===== config.mk =====
export PLATFORM = sky130hd
export DESIGN_NAME = tl_rx_vc_buffer_ctrl_mc
export DESIGN_NICKNAME = d
export VERILOG_FILES = /design/src/rtl/tl_rx_vc_pkg.sv /design/src/rtl/tl_rx_vc_buffer_ctrl_mc_ring_ptr.sv /design/src/rtl/tl_rx_vc_buffer_ctrl_mc.sv
export SDC_FILE = /design/constraint.sdc
export NUM_CORES = 1
export LEC_CHECK = 0
export ABC_AREA = 1
export BUFFER_PORTS_ARGS = -buffer_cell sky130_fd_sc_hd__buf_2
export CORE_AREA = 2 2 159 161
export CTS_CLUSTER_SIZE = 30
export DETAILED_ROUTE_END_ITERATION = 16
export DIE_AREA = 0 0 161 163
export PLACE_DENSITY = 0.81
export SKIP_CTS_REPAIR_TIMING = 1
export SYNTH_ARGS = -nofsm -noshare
export SYNTH_HDL_FRONTEND = slang
export SYNTH_SLANG_ARGS = --single-unit

===== constraint.sdc =====
create_clock -name i_clk -period 5.95 [get_ports i_clk]
set_clock_uncertainty 0.1 [all_clocks]
set_input_delay 0.595 -clock i_clk [delete_from_list [all_inputs] [get_ports i_clk]]
set_output_delay 0.595 -clock i_clk [all_outputs]
set_load 0.005 [all_outputs]

===== src/rtl/tl_rx_vc_pkg.sv =====
// rtl/tl_rx_vc_pkg.sv - shared FSM encodings, channel indices and pointer widths for the RX VC buffer controller
package tl_rx_vc_pkg;

   // ST_HDR is the sop cycle seen from IDLE; it is never held in the state register
   localparam logic [1:0] ST_IDLE = 2'b00;
   localparam logic [1:0] ST_HDR  = 2'b01;
   localparam logic [1:0] ST_DATA = 2'b10;
   localparam logic [1:0] ST_CHK  = 2'b11;

   localparam int CH_P   = 0;
   localparam int CH_NP  = 1;
   localparam int CH_CPL = 2;

   localparam int HDR_ADDR_W_DEF  = 7;
   localparam int DATA_ADDR_W_DEF = 10;
   localparam int HDR_PTR_W_DEF   = HDR_ADDR_W_DEF + 1;
   localparam int DATA_PTR_W_DEF  = DATA_ADDR_W_DEF + 1;

   function automatic int ptr_w(input int addr_w);
      return addr_w + 1;
   endfunction

endpackage


===== src/rtl/tl_rx_vc_buffer_ctrl_mc_ring_ptr.sv =====
// rtl/tl_rx_vc_buffer_ctrl_mc_ring_ptr.sv - read / committed / speculative ring pointer triplet with flags
module tl_rx_vc_ring_ptr #(
   parameter int ADDR_W = 7,
   parameter int INC_W  = 3
) (
   input  logic              clk,
   input  logic              n_rst,
   input  logic              wr_en,
   input  logic [INC_W-1:0]  wr_cnt,
   input  logic              commit,
   input  logic              discard,
   input  logic              rd_en,
   input  logic [INC_W-1:0]  rd_cnt,
   output logic [ADDR_W-1:0] wr_addr,
   output logic [ADDR_W-1:0] rd_addr,
   output logic              empty,
   output logic              full,
   output logic [ADDR_W:0]   free,
   output logic [INC_W-1:0]  pop_cnt
);

   localparam logic [ADDR_W:0] DEPTH = {1'b1, {ADDR_W{1'b0}}};

   logic [ADDR_W:0] rd_ptr, cmt_ptr, spec_ptr;
   logic [ADDR_W:0] occ, used, rd_cnt_ext, wr_cnt_ext, pop_ext;

   assign occ        = cmt_ptr - rd_ptr;
   assign used       = spec_ptr - rd_ptr;
   assign free       = DEPTH - used;
   assign rd_cnt_ext = (ADDR_W+1)'(rd_cnt);
   assign wr_cnt_ext = (ADDR_W+1)'(wr_cnt);

   // pops are clipped to what has been committed, so an empty ring never underflows
   assign pop_cnt = !rd_en ? '0 : ((rd_cnt_ext <= occ) ? rd_cnt : occ[INC_W-1:0]);
   assign pop_ext = (ADDR_W+1)'(pop_cnt);

   assign empty   = (rd_ptr == cmt_ptr);
   assign full    = (spec_ptr[ADDR_W] != rd_ptr[ADDR_W]) &&
                    (spec_ptr[ADDR_W-1:0] == rd_ptr[ADDR_W-1:0]);
   assign wr_addr = spec_ptr[ADDR_W-1:0];
   assign rd_addr = rd_ptr[ADDR_W-1:0];

   always_ff @(posedge clk or negedge n_rst) begin
      if (!n_rst) begin
         rd_ptr   <= '0;
         cmt_ptr  <= '0;
         spec_ptr <= '0;
      end else begin
         rd_ptr <= rd_ptr + pop_ext;
         if (discard)
            spec_ptr <= cmt_ptr;
         else if (wr_en)
            spec_ptr <= spec_ptr + wr_cnt_ext;
         if (commit)
            cmt_ptr <= spec_ptr;
      end
   end

endmodule


===== src/rtl/tl_rx_vc_buffer_ctrl_mc.sv =====
// rtl/tl_rx_vc_buffer_ctrl_mc.sv - multi-channel RX VC header/data ring controller with speculative commit/discard
// Optional credit-return outputs are built when TL_RX_VC_CREDIT_RET_EN is defined.
module tl_rx_vc_buffer_ctrl_mc
   import tl_rx_vc_pkg::*;
#(
   parameter int NUM_CH       = 3,
   parameter int HDR_ADDR_W   = 7,
   parameter int DATA_ADDR_W  = 10,
   parameter int DATA_MAX_INC = 4,
   parameter int INC_W        = 3
) (
   input  logic                          i_clk,
   input  logic                          i_n_rst,
   input  logic                          i_w_valid,
   output logic                          o_w_ready,
   input  logic                          i_w_sop,
   input  logic                          i_w_eop,
   input  logic [$clog2(NUM_CH)-1:0]     i_w_ch,
   input  logic [INC_W-1:0]              i_w_data_cnt,
   input  logic                          i_chk_valid,
   input  logic                          i_chk_ok,
   output logic                          o_w_hdr_en,
   output logic                          o_w_data_en,
   output logic [$clog2(NUM_CH)-1:0]     o_w_ch_sel,
   output logic [HDR_ADDR_W-1:0]         o_w_hdr_addr,
   output logic [DATA_ADDR_W-1:0]        o_w_data_addr,
   input  logic [NUM_CH-1:0]             i_r_hdr_inc,
   input  logic [NUM_CH-1:0]             i_r_data_inc,
   input  logic [NUM_CH*INC_W-1:0]       i_r_data_cnt,
   output logic [NUM_CH*HDR_ADDR_W-1:0]  o_r_hdr_addr,
   output logic [NUM_CH*DATA_ADDR_W-1:0] o_r_data_addr,
`ifdef TL_RX_VC_CREDIT_RET_EN
   output logic [NUM_CH-1:0]             o_hdr_cred_ret,
   output logic [NUM_CH*INC_W-1:0]       o_data_cred_ret,
`endif
   output logic [NUM_CH-1:0]             o_hdr_empty,
   output logic [NUM_CH-1:0]             o_data_empty,
   output logic [NUM_CH-1:0]             o_hdr_full,
   output logic [NUM_CH-1:0]             o_data_full
);

   localparam int CH_W = $clog2(NUM_CH);

   logic [1:0]      state_q, state_d;
   logic [CH_W-1:0] ch_q, ch_mux;
   logic            w_ready, hdr_beat, data_beat, accept, chk_fire;
   logic            hdr_space, data_space;

   logic [NUM_CH-1:0][HDR_ADDR_W-1:0]  hdr_waddr;
   logic [NUM_CH-1:0][DATA_ADDR_W-1:0] data_waddr;
   logic [NUM_CH-1:0][HDR_ADDR_W:0]    hdr_free;
   logic [NUM_CH-1:0][DATA_ADDR_W:0]   data_free;
   logic [NUM_CH-1:0][INC_W-1:0]       hdr_pop, data_pop;
   logic [NUM_CH-1:0]                  data_ring_full;

   // IDLE looks at the incoming channel; afterwards the channel latched at sop is used
   assign ch_mux     = (state_q == ST_IDLE) ? i_w_ch : ch_q;
   assign hdr_space  = !o_hdr_full[ch_mux];
   assign data_space = data_free[ch_mux] >= (DATA_ADDR_W+1)'(i_w_data_cnt);

   always_comb begin
      w_ready = 1'b0;
      case (state_q)
         ST_IDLE: w_ready = hdr_space && data_space;
         ST_DATA: w_ready = data_space;
         default: w_ready = 1'b0;
      endcase
   end

   assign o_w_ready = w_ready && i_n_rst;
   assign hdr_beat  = o_w_ready && i_w_valid && i_w_sop && (state_q == ST_IDLE);
   assign data_beat = o_w_ready && i_w_valid && (state_q == ST_DATA);
   assign accept    = hdr_beat || data_beat;
   assign chk_fire  = i_chk_valid && (state_q == ST_CHK);

   assign o_w_hdr_en    = hdr_beat;
   assign o_w_data_en   = accept && (i_w_data_cnt != '0);
   assign o_w_ch_sel    = i_n_rst ? ch_mux : '0;
   assign o_w_hdr_addr  = hdr_waddr[ch_mux];
   assign o_w_data_addr = data_waddr[ch_mux];

   always_comb begin
      state_d = state_q;
      case (state_q)
         ST_IDLE: if (hdr_beat) state_d = i_w_eop ? ST_CHK : ST_DATA;
         ST_DATA: if (data_beat && i_w_eop) state_d = ST_CHK;
         ST_CHK:  if (i_chk_valid) state_d = ST_IDLE;
         default: state_d = ST_IDLE;
      endcase
   end

   always_ff @(posedge i_clk or negedge i_n_rst) begin
      if (!i_n_rst) begin
         state_q <= ST_IDLE;
         ch_q    <= '0;
      end else begin
         state_q <= state_d;
         if (hdr_beat)
            ch_q <= i_w_ch;
      end
   end

   for (genvar c = 0; c < NUM_CH; c++) begin : g_ch
      logic sel_w, sel_c;
      assign sel_w = (ch_mux == CH_W'(c));
      assign sel_c = (ch_q == CH_W'(c));

      tl_rx_vc_ring_ptr #(.ADDR_W(HDR_ADDR_W), .INC_W(INC_W)) u_hdr (
         .clk     (i_clk),
         .n_rst   (i_n_rst),
         .wr_en   (hdr_beat && sel_w),
         .wr_cnt  (INC_W'(1)),
         .commit  (chk_fire && i_chk_ok && sel_c),
         .discard (chk_fire && !i_chk_ok && sel_c),
         .rd_en   (i_r_hdr_inc[c]),
         .rd_cnt  (INC_W'(1)),
         .wr_addr (hdr_waddr[c]),
         .rd_addr (o_r_hdr_addr[c*HDR_ADDR_W +: HDR_ADDR_W]),
         .empty   (o_hdr_empty[c]),
         .full    (o_hdr_full[c]),
         .free    (hdr_free[c]),
         .pop_cnt (hdr_pop[c])
      );

      tl_rx_vc_ring_ptr #(.ADDR_W(DATA_ADDR_W), .INC_W(INC_W)) u_data (
         .clk     (i_clk),
         .n_rst   (i_n_rst),
         .wr_en   (accept && sel_w),
         .wr_cnt  (i_w_data_cnt),
         .commit  (chk_fire && i_chk_ok && sel_c),
         .discard (chk_fire && !i_chk_ok && sel_c),
         .rd_en   (i_r_data_inc[c]),
         .rd_cnt  (i_r_data_cnt[c*INC_W +: INC_W]),
         .wr_addr (data_waddr[c]),
         .rd_addr (o_r_data_addr[c*DATA_ADDR_W +: DATA_ADDR_W]),
         .empty   (o_data_empty[c]),
         .full    (data_ring_full[c]),
         .free    (data_free[c]),
         .pop_cnt (data_pop[c])
      );

      // a whole max-size beat must fit, so full trips before the ring is truly full
      assign o_data_full[c] = data_free[c] < (DATA_ADDR_W+1)'(DATA_MAX_INC);
   end

`ifdef TL_RX_VC_CREDIT_RET_EN
   always_ff @(posedge i_clk or negedge i_n_rst) begin
      if (!i_n_rst) begin
         o_hdr_cred_ret  <= '0;
         o_data_cred_ret <= '0;
      end else begin
         for (int c = 0; c < NUM_CH; c++) begin
            o_hdr_cred_ret[c]                <= (hdr_pop[c] != '0);
            o_data_cred_ret[c*INC_W +: INC_W] <= data_pop[c];
         end
      end
   end

   logic unused_bits;
   assign unused_bits = ^{hdr_free, data_ring_full};
`else
   logic unused_bits;
   assign unused_bits = ^{hdr_free, data_ring_full, hdr_pop, data_pop};
`endif

endmodule


* Yosys cells after proc, flatten, opt, wreduce, memory -nomap -nowiden
Cells that the tools add are included.
W data, S select, Z words.
** Word-level totals
- Bits in registers :: 175
- Input bits :: 27
- Output and inout port bits :: 85
- Word-level logic and storage cells :: 156
** Cells by class
- $add $sub $neg :: 24
- $lt $le $gt $ge :: 11
- Equal/unequal tests :: 21
- Multiplexer cells :: 40
- Reductions and logical operators :: 40
** Operators by type and width (number)
- $mux W11 :: 7
- $add A11 B3 Y11 :: 6
- $sub A11 B11 Y11 :: 6
- $mux W8 :: 6
- $mux W3 :: 12
- $eq A11 B11 Y1 :: 3
- $le A3 B11 Y1 :: 3
- $lt A11 B3 Y1 const B :: 3
- $sub A11 B11 Y11 const A :: 3
- $logic_and A1 B1 Y1 :: 26
- $add A8 B1 Y8 const B :: 3
- $add A8 B3 Y8 :: 3
- $eq A8 B8 Y1 :: 3
- $le A1 B8 Y1 const A :: 3
- $sub A8 B8 Y8 :: 3
- $bmux W11 S2 :: 1
- $eq A7 B7 Y1 :: 3
- $bmux W10 S2 :: 1
- $bmux W7 S2 :: 1
- $reduce_bool A2 Y1 :: 6
- $ge A11 B3 Y1 :: 1
- $mux W10 :: 1
- $mux W2 :: 5
- $eq A2 B2 Y1 const B :: 4
- 15 further kinds :: 23

* Longest topological paths before layout
- Depth in word-level cells :: 15
- Mapped depth :: 27

* Hierarchy
From an unflattened synthesis, not the netlist that was laid out.
** Second synthesis, totals
- Cells, all modules :: 2313
- Area total of the unflattened synthesis :: 17138.9 um^2
** Modules (own cells, without submodules)
- tl_rx_vc_ring_ptr (g_ch[0].u_data ...) :: instances 2, cells each 410, area an instance 3104.2 um^2, seq. area each 825.8 um^2
- tl_rx_vc_ring_ptr (g_ch[1].u_hdr ...) :: instances 2, cells each 283, area an instance 2223.4 um^2, seq. area each 600.6 um^2
- tl_rx_vc_ring_ptr (g_ch[1].u_data) :: instances 1, cells each 431, area an instance 3173.0 um^2, seq. area each 825.8 um^2
- tl_rx_vc_ring_ptr (g_ch[0].u_hdr) :: instances 1, cells each 282, area an instance 2218.4 um^2, seq. area each 600.6 um^2
- tl_rx_vc_buffer_ctrl_mc :: instances 1, cells each 214, area an instance 1092.3 um^2, seq. area each 100.1 um^2

* Worst setup path before layout
Ideal clock, no wire load.
- Kind :: flip-flop to flip-flop
- Start point :: register g_ch[1].u_data.cmt_ptr[0]
- End point :: register g_ch[1].u_data.rd_ptr[10]
- Setup time :: 0.118 ns
- Arrival time :: 4.062 ns
- Slack :: 1.670 ns
- Stages on the path, launching flop included :: 28
- Clock period less this slack :: 4.280 ns
- Cells stage by stage :: dfrtp_1 -> inv_1 -> ha_1 -> inv_1 -> fa_1 -> or2_2 -> nand2_1 -> ha_1 -> nand2_1 -> o21ai_0 -> nand3_1 -> nor3_1 -> nand3b_1 -> nor3_1 -> nand3_1 -> nand2_1 -> nand2_1 -> nor2_1 -> ha_1 -> inv_1 -> fa_1 -> nor2_1 -> o21ai_0 -> nor3_1 -> nand3_1 -> nor3_1 -> xor2_1 -> inv_1
** On the way
- Cells in the longest elaborated chain, start to end :: 5
** RTL lines
- from (decl) :: line tl_rx_vc_buffer_ctrl_mc_ring_ptr.sv:24 : logic [ADDR_W:0] rd_ptr, cmt_ptr, spec_ptr;
- from (signal assigned) :: line tl_rx_vc_buffer_ctrl_mc_ring_ptr.sv:55 : cmt_ptr <= spec_ptr;
- $sub A11 B11 Y11 (*) :: line tl_rx_vc_buffer_ctrl_mc_ring_ptr.sv:27 : assign occ = cmt_ptr - rd_ptr;
- $le A3 B11 Y1 :: line tl_rx_vc_buffer_ctrl_mc_ring_ptr.sv:34 : assign pop_cnt = !rd_en ? '0 : ((rd_cnt_ext <= occ) ? rd_cnt : occ[INC_W-1:0]);
- $mux W3 (*) (2 in series) :: line tl_rx_vc_buffer_ctrl_mc_ring_ptr.sv:34
- $add A11 B3 Y11 (*) :: line tl_rx_vc_buffer_ctrl_mc_ring_ptr.sv:49 : rd_ptr <= rd_ptr + pop_ext;
- to (signal assigned) :: line tl_rx_vc_buffer_ctrl_mc_ring_ptr.sv:49
- to (decl) :: line tl_rx_vc_buffer_ctrl_mc_ring_ptr.sv:24
Every way passes the cells marked *; elsewhere a longest branch is shown, timed or not.
A chain may end at the register's enable or synchronous reset.

* Worst setup path after layout
- Start point :: register ch_q[0]
- End point :: output port o_w_data_en
** On the way
- Cells in the longest elaborated chain, start to end :: 12
** RTL lines
- from (decl) :: line tl_rx_vc_buffer_ctrl_mc.sv:45 : logic [CH_W-1:0] ch_q, ch_mux;
- from (signal assigned) :: line tl_rx_vc_buffer_ctrl_mc.sv:99 : ch_q <= i_w_ch;
- $mux W2 (*) :: line tl_rx_vc_buffer_ctrl_mc.sv:57 : assign ch_mux = (state_q == ST_IDLE) ? i_w_ch : ch_q;
- $bmux W11 S2 or $bmux W1 S2 (tied branches) :: line tl_rx_vc_buffer_ctrl_mc.sv:59, tl_rx_vc_buffer_ctrl_mc.sv:58
- $mux W11 (not written as such) or $mux W1 (tied branches) :: line tl_rx_vc_buffer_ctrl_mc.sv:59, tl_rx_vc_buffer_ctrl_mc.sv:58
- $ge A11 B3 Y1 or $logic_not A1 Y1 (tied branches) :: line tl_rx_vc_buffer_ctrl_mc.sv:59, tl_rx_vc_buffer_ctrl_mc.sv:58
- $logic_and A1 B1 Y1 :: line tl_rx_vc_buffer_ctrl_mc.sv:64 : ST_IDLE: w_ready = hdr_space && data_space;
- $pmux W1 S2 (*) :: line tl_rx_vc_buffer_ctrl_mc.sv:63 : case (state_q)
- $logic_and A1 B1 Y1 (*) :: line tl_rx_vc_buffer_ctrl_mc.sv:70 : assign o_w_ready = w_ready && i_n_rst;
- $logic_and A1 B1 Y1 (*) :: line tl_rx_vc_buffer_ctrl_mc.sv:71, tl_rx_vc_buffer_ctrl_mc.sv:72
- $logic_and A1 B1 Y1 (2 in series) :: line tl_rx_vc_buffer_ctrl_mc.sv:71 : assign hdr_beat = o_w_ready && i_w_valid && i_w_sop && (state_q == ST_IDLE);
- $logic_or A1 B1 Y1 (*) :: line tl_rx_vc_buffer_ctrl_mc.sv:73 : assign accept = hdr_beat || data_beat;
- $logic_and A1 B1 Y1 (*) :: line tl_rx_vc_buffer_ctrl_mc.sv:77 : assign o_w_data_en = accept && (i_w_data_cnt != '0);
- to (decl) :: line tl_rx_vc_buffer_ctrl_mc.sv:23 : output logic o_w_data_en,
Every way passes the cells marked *; elsewhere a longest branch is shown, timed or not. The select of a mux whose other input is x is not followed.

==> flow_summary.ini <==
[global_routing]
grt-ovfl-total = 0
grt_pass1_wl_um = 63600
grt_max_degree = 62
antenna_found_initial = 0
grt_usage_pct = 29.9
grt_pass1_vias = 13100

[worst_setup_path]
critPathMaxStageDelay_ps = 560
critical_path.cell_chain = inv_2, o21ai_1, nand2_1, or2_2, o221ai_1, ha_1, a21oi_1, nand2_1, nor2_1, nand2_1, nor2_1, nand3_1, nor2_1, nand2_1, nor2_2, nand2_2, nand4_2, a21oi_1, buf_2
worst-endpoint-required_ps = 5260
worstSetupStartpointType = flop
reg2reg_from = ch_q[0]
cpLargestDelayFamily = simple AND/OR/NAND/NOR gates
r2r_setup_slack_ps = 1080
cp_num_buf_inv = 2
arrival_ps = 4530
reg2reg_depth = 22
crit_top_cell = nand2_1
cp_max_fo = 21
endpoint_kind = primary output
cp_slowest_cell = nand2_1
r2r_end = g_ch[1].u_data.spec_ptr[5]
criticalPathCategory = flop to primary output

[logic_synthesis]
ys.flop_type = dfrtp_1
async_reset_ff_share_pct = 100
synth_most_common_cell = nand2_1
synth-edff-count = 0
syn_avg_cell_area_um2 = 7.32
yosys.area.top_type_share_pct = 29.4
synth_top_area_cell = dfrtp_1
synthTopCellsByCount = nand2_1, inv_1, dfrtp_1
ys_seq_elements = 175
ys_seq_area_share_pct = 29.4
syn-instance-count = 2038
synth_cell_types = 52
syn-cell-area_mm2 = 0.0149
synthTopCellsByArea = dfrtp_1, nand2_1, ha_1
yosys_warnings = 0

[clock_network]
cts_sinks = 175
cts_buffers = 17
insertion_delay_ps = 450
cts-root-buf = clkbuf_16
tritoncts = yes
htreeDepth = 4
clockBufferDepth = 2
clkSlewWorstSetupHoldPaths_ps = 80

[power_and_ir_drop]
ir_drop_v = 0.000250
p_total_w = 0.00978
p_leak_nw = 8.41
powerDensity_mw_per_mm2 = 613

[layout]
final_core_util_pct = 64.7
fill_cells = 2150
finalNetCount = 2278
seqCellArea_mm2 = 0.00438
multi_input_area_mm2 = 0.00888
drive_above_1_share_pct = 8.64
diodes = 0
synthToLayoutAreaGrowth_pct = 7.06

[drt]
drt_iter0_markers = 1089
dr.pass1.iters = 8
avgViaCountPerCell = 5.62
wl_per_cell_um = 15.8
final_antenna_net_count = 0
vias = 13600
drt-total-wl_um = 38400
drc_errors = 0

[sta]
hold_slack_ps = 6.23
hold_viol = 0
tns_ps = 0
finalSetupViolations = 0
slew_headroom_pct = 26.2
rsz0062_at_grt = no
worst_slack_ps = 726
fin_crit_ps = 5220
timing.final.crit_share_pct = 87.8
slew_violations = 0
worst_pin_slew_ps = 1100
fmax_mhz = 191

[placement]
dpl_worst_slack_ps = 1190
io_buffers = 111
dpl.hpwl_um = 30200
place.gp.congestion = 0.988

[run]
drv_cap = 0

[floorplanning]
die_area_mm2 = 0.0262
die_y_um = 163
rows = 58
start_util_pct = 60.4
core_area_mm2 = 0.0247
io_pins = 112
die_x_um = 161

[hold_path]
holdCritPathClass = input pin to async pin

[outcome]
outcome = finished, final reports clean
logic make-up (layout without fill, tap and decap cells):
| family | after synthesis | in the layout | share of synthesized area, % |
|---|---|---|---|
| buffers and inverters | 381 | 432 | 11.3 |
| XOR/XNOR | 134 | 134 | 7.87 |
| flip-flops | 175 | 175 | 29.4 |
| AO/OA/AOI/OAI | 286 | 286 | 10.9 |
| other | 2 | 9 | 0.0504 |
| AND/OR/NAND/NOR | 892 | 892 | 25.5 |
| adder cells (fa/ha/maj) | 168 | 168 | 15.0 |
metrics by stage:
| stage | area [um^2] | std cells |
|---|---|---|
| floorplan | 14900 | 2045 |
| global placement | 15400 | 2394 |
| finish | 16000 | 2426 |
| global route | 16000 | 2426 |
| CTS | 16000 | 2426 |
| detailed placement | 15400 | 2394 |
report_power, final:
group | switching, W | internal [W]
combinational | 0.00397 | 0.00245
sequential | 0.000587 | 0.00164
clock | 0.000559 | 0.000567
flip-flops by register name (all words and copies together) (netlist names):
signal,flops
ch_q,2
g_ch.u_data.cmt_ptr,33
g_ch.u_data.rd_ptr,33
g_ch.u_data.spec_ptr,33
g_ch.u_hdr.cmt_ptr,24
g_ch.u_hdr.rd_ptr,24
g_ch.u_hdr.spec_ptr,24
state_q,2
cells in the final DEF, fill, tap and decap left out, types with 9 or more instances in the layout:
cell,n
xor2_1,110
dfrtp_1,175
o21ai_1,12
nand2_1,547
nor3_1,37
nand3b_1,13
fa_1,18
nand3_1,118
clkbuf_16,17
nand4_1,29
nor2_1,110
o221ai_1,18
conb_1,9
o21ai_0,154
xnor2_1,24
inv_1,276
a21oi_1,61
buf_2,110
ha_1,150
how the worst max path moves through the flow:
| stage | start | endpoint | slack [ps] | cells after the start |
|---|---|---|---|---|
| 2_1_floorplan | g_ch[1].u_data.cmt_ptr[0] | g_ch[1].u_data.rd_ptr[10] | 1670 | 27 |
| 3_3_place_gp | g_ch[1].u_data.cmt_ptr[0] | g_ch[1].u_data.rd_ptr[10] | 1350 | 27 |
| 3_5_place_dp | g_ch[1].u_data.cmt_ptr[0] | g_ch[1].u_data.rd_ptr[10] | 1190 | 27 |
| 4_1_cts | ch_q[0] | o_w_data_en | 820 | 19 |
| 5_1_grt | ch_q[0] | o_w_data_en | 440 | 19 |
| 6_report | ch_q[0] | o_w_data_en | 730 | 19 |
per-layer routing:
layer	vias up	track usage [%]	part of all wire, %
met2	486	49.7	47
met3	106	4.33	5.9
met5	-	0	0
li1	6663	-	-
met1	6387	39.3	44
met4	0	12.2	3.6
layout make-up:
class | instances | share of cell area [%]
Clock buffer | 18 | 2.69
Tap cell | 330 | 2.59
Multi-Input combinational cell | 1489 | 55.7
Sequential cell | 175 | 27.4
Inverter | 281 | 6.62
Clock inverter | 14 | 1.10
Timing Repair Buffer | 119 | 3.90
worst reg2reg max path: cells and delay by family (launching register included):
kind,cells,cell delay (ps)
flip-flops,1,530
adder cells (fa/ha/maj),1,290
AO/OA/AOI/OAI,3,560
AND/OR/NAND/NOR,17,3160
buffers and inverters,1,130
No activity file was read; power rests on OpenSTA's default activity.
